==> src/rtl/extra_counter.sv <==
// Extra cycle counter: shifts the T1 pulse through T2..T5, plus the PHI1/PHI2 clock phases.
// Define EXCNT_NOUT_EN to add the active-low outputs n_T2..n_T5.
module extra_counter (
   input  logic PHI0,
   input  logic TRES2,
   input  logic n_ready,
   input  logic T1,
   output logic PHI1,
   output logic PHI2,
   output logic T2,
   output logic T3,
   output logic T4,
   output logic T5
`ifdef EXCNT_NOUT_EN
   ,
   output logic n_T2,
   output logic n_T3,
   output logic n_T4,
   output logic n_T5
`endif
);

   // s_q[0] is T2 ... s_q[3] is T5; a pulse moves one stage per ready cycle.
   logic [3:0] s_q;
   logic [3:0] s_d;

   assign PHI2 = PHI0;
   assign PHI1 = ~PHI0;

   always_comb begin
      s_d = s_q;
      if (!n_ready) begin
         s_d = {s_q[2:0], T1};
      end
   end

   always_ff @(posedge PHI0) begin
      if (TRES2) begin
         s_q <= 4'b0000;
      end else begin
         s_q <= s_d;
      end
   end

   assign T2 = s_q[0];
   assign T3 = s_q[1];
   assign T4 = s_q[2];
   assign T5 = s_q[3];

`ifdef EXCNT_NOUT_EN
   assign n_T2 = ~s_q[0];
   assign n_T3 = ~s_q[1];
   assign n_T4 = ~s_q[2];
   assign n_T5 = ~s_q[3];
`endif

endmodule

==> config.mk <==
export PLATFORM = sky130hd
export DESIGN_NAME = extra_counter
export DESIGN_NICKNAME = d
export VERILOG_FILES = /design/src/rtl/extra_counter.sv
export SDC_FILE = /design/constraint.sdc
export NUM_CORES = 1
export LEC_CHECK = 0
export CAP_MARGIN = 10
export CORE_AREA = 8 8 45 47
export CTS_CLUSTER_DIAMETER = 120
export DETAILED_ROUTE_END_ITERATION = 7
export DIE_AREA = 0 0 53 55
export GPL_TIMING_DRIVEN = 0
export RECOVER_POWER = 50
export SLEW_MARGIN = 10
export SYNTH_ARGS = -nofsm -noshare
export SYNTH_HDL_FRONTEND = slang
export SYNTH_SLANG_ARGS = --single-unit
==> constraint.sdc <==
create_clock -name PHI0 -period 0.9 [get_ports PHI0]
set_clock_uncertainty 0.2 [all_clocks]
set_input_delay 0.135 -clock PHI0 [delete_from_list [all_inputs] [get_ports PHI0]]
set_output_delay 0.135 -clock PHI0 [all_outputs]
set_load 0.05 [all_outputs]
==> out/qor.log <==
qor: logic_synthesis.syn-instance-count 15
qor: critical_path.rrSetupSlack -40 ps
qor: pwr.power.net_switching 0.634 mW
qor: critical_path.r2r-end s_q[2]
qor: finish.area_growth 143%
qor: routing.antenna_violating_nets_post_route 0
qor: routing.detail_route.vias_per_cell 3.56
qor: critical_path.worst-endpoint-arrival 860 ps
qor: routing.drt_wl_total 474 um
qor: grt.first_global_vias 169
qor: run_status.violated_checks setup timing
qor: placed_design.place_ws -695 ps
qor: routing.route.detailed.wl_per_inst 10.5 um
qor: sta.timing.slew.headroom 91.3%
qor: min_path.class_of_the_most_critical_hold_timing_path in2reg
qor: routing.residual_drc 0
qor: logic_synthesis.yosys.area_share.simple 9.92%
qor: floorplanning.top_level_port_count 10
qor: sta.finalHoldViolations 0
qor: pwr.total_leakage_power 0.162 nW
qor: floorplanning.fp.dieH 55 um
qor: sta.drv_slew 0
qor: sta.max_slew.worst_pin.slew 127 ps
qor: cts.path_clk_slew 60 ps
qor: flow_run.drv_cap 0
qor: finish.biggestRegsByFlops s_q x4
qor: finish.fraction_of_layout_instances_using_a_drive_strength_above_1 65.5%
qor: sta.postLayoutSetupSlackWorst -291 ps
qor: finish.final_net_count 34
qor: min_path.hold_path_depth 3
qor: logic_synthesis.post_synthesis_compound_gate_area_fraction 0%
qor: grt.maximum_number_of_pins_on_one_net_before_global_route_repair 5
qor: sta.finalSetupViolations 9
qor: sta.grt_setup_unrepaired yes
qor: floorplanning.initial_utilization 10.9%
qor: finish.fillerInstances 155
qor: critical_path.crit_path_max_fanout 2
qor: pwr.power_report.internal_total 0.884 mW
qor: finish.most-common-layout-cells buf_8, mux2i_1, nor2_1
qor: grt.grt_antenna_before_repair 0
qor: finish.finalNonFillerCells 45
qor: placed_design.gp_routability_congestion 0.642
qor: routing.dr_total_vias 160
qor: critical_path.worst_r2r_startpoint s_q[1]
qor: cts.clock_latency_reported_for_the_late_side_of_the_worst_skew_pair 220 ps
qor: placed_design.post-place-cells 39
qor: pwr.power.sequential.fraction 12.0%
qor: logic_synthesis.synthesis.area_per_instance 10.1 um^2
qor: routing.drtPass1Iterations 2
qor: grt.grt-ovfl-total 0
qor: finish.num_antenna_cells 0
qor: floorplanning.standard_cell_row_count 14
qor: pwr.pwr_density_cell 4130 nW/um^2
qor: logic_synthesis.synth_nets 19
qor: routing.drt_iter0_markers 1
qor: finish.register_area 92.6 um^2
qor: finish.mostFrequentLayoutCell buf_8
qor: finish.registers.top_by_ff_count s_q
qor: logic_synthesis.muxShareOfSynthArea 26.4%
qor: min_path.holdCritStartpoint n_ready
qor: pwr.clock_network_fraction_of_total_power 83.4%
qor: logic_synthesis.yosys_warnings 0
qor: grt.gr-usage-all-layers 4.81%
qor: sta.setup-tns-final -1110 ps
qor: critical_path.timing.critical_path.to_type output port
qor: logic_synthesis.syn-cell-area 151 um^2
qor: pwr.comb_power_share 4.6%
qor: run_status.status finished with violations
qor: critical_path.worst_ep_required 560 ps
qor: logic_synthesis.synth.ff_latch_count 4
qor: logic_synthesis.synth.distinct_cells 6
qor: logic_synthesis.yosys.area_share.adder 0%
qor: pwr.vdd_ir_drop_max 1.70 mV
qor: floorplanning.die_width 53 um
qor: grt.grt_pass1_wl 717 um
qor: logic_synthesis.synth_top_family_by_area multiplexers
qor: critical_path.worst_r2r_path_depth 3
qor: placed_design.io_buffers 8
qor: logic_synthesis.ys_seq_area_share 52.9%
qor: critical_path.critPathLaunchType clock port
qor: pwr.sw_frac_of_total 41.8%
qor: floorplanning.core_area 1380 um^2
qor: logic_synthesis.synthXorXnorAreaFrac 0%
qor: floorplanning.overall_die_area 2920 um^2
qor: cts.tritoncts yes
qor: finish.max_ffs_per_register 4
qor: finish.multiInputGateArea 55.1 um^2
qor: min_path.min_to s_q[3]
qor: critical_path.setup_cp_type clk2out
==> synth_stat cells <==
cell type | count | area share, %
buf_4 | 1 | 5.0
mux2i_1 | 4 | 26
clkbuf_2 | 1 | 3.3
inv_1 | 1 | 2.5
dfxtp_1 | 4 | 53
nor2_1 | 4 | 9.9
==> per-layer routing <==
layer / wire length, um / share of wire, % / track usage, %
met4: 27 / 5.7 / 8.19
met1: 193 / 41 / 3.19
met2: 151 / 32 / 3.71
met3: 101 / 21 / 7.75
met5: 0 / 0 / 0
==> worst max-delay path: stages <==
cell and delay, ps:
buf_8 100, buf_8 110, clkinvlp_4 60, buf_8 130
==> layout make-up <==
cell class | count | share of cell area (%)
multi-input cells | 8 | 15.0
plain buffers | 1 | 1.36
repair buffers | 8 | 27.9
clock buffers | 6 | 21.8
well taps | 16 | 5.44
flip-flops and latches | 4 | 25.2
clock inverters | 2 | 3.40
==> power groups by stage <==
stage	clock [mW]	sequential, mW	combinational [mW]
2_1_floorplan	0.562	0.200	0.0142
3_3_place_gp	0.716	0.182	0.0548
3_5_place_dp	0.716	0.182	0.0556
4_1_cts	1.24	0.179	0.0679
5_1_grt	1.34	0.184	0.0736
6_report	1.27	0.183	0.0697
==> logic make-up after synthesis <==
| kind of cell | count (synthesis) |
|---|---|
| DFF | 4 |
| muxes | 4 |
| buffers and inverters | 3 |
| and+or+nand+nor | 4 |
==> per-stage QoR <==
step	util (%)	cell area (um^2)	power [mW]	hold WS (ps)
5_1_grt	26.6	368	1.60	68.2
3_5_place_dp	20.4	283	0.953	296
2_1_floorplan	-	183	0.777	-2.30
6_report	26.6	368	1.52	64.5
3_3_place_gp	20.4	283	0.953	284
4_1_cts	26.0	360	1.49	33.7
==> worst max-delay path by stage <==
stage,startpoint,end,slack [ps]
2_1_floorplan,PHI0,PHI1,-50
3_3_place_gp,PHI0,PHI1,-690
3_5_place_dp,PHI0,PHI1,-690
4_1_cts,PHI0,PHI1,-340
5_1_grt,PHI0,PHI1,-310
6_report,PHI0,PHI1,-290
==> timing repair <==
| action | CTS | global route |
|---|---|---|
| setup endpoints to repair | 6 | 9 |
| buffers inserted | 2 | 0 |
| gates resized for setup | 51 | 4 |
| pin swaps | 0 | 2 |
| hold buffers | 0 | 0 |
No activity file was read; power rests on OpenSTA's default activity.
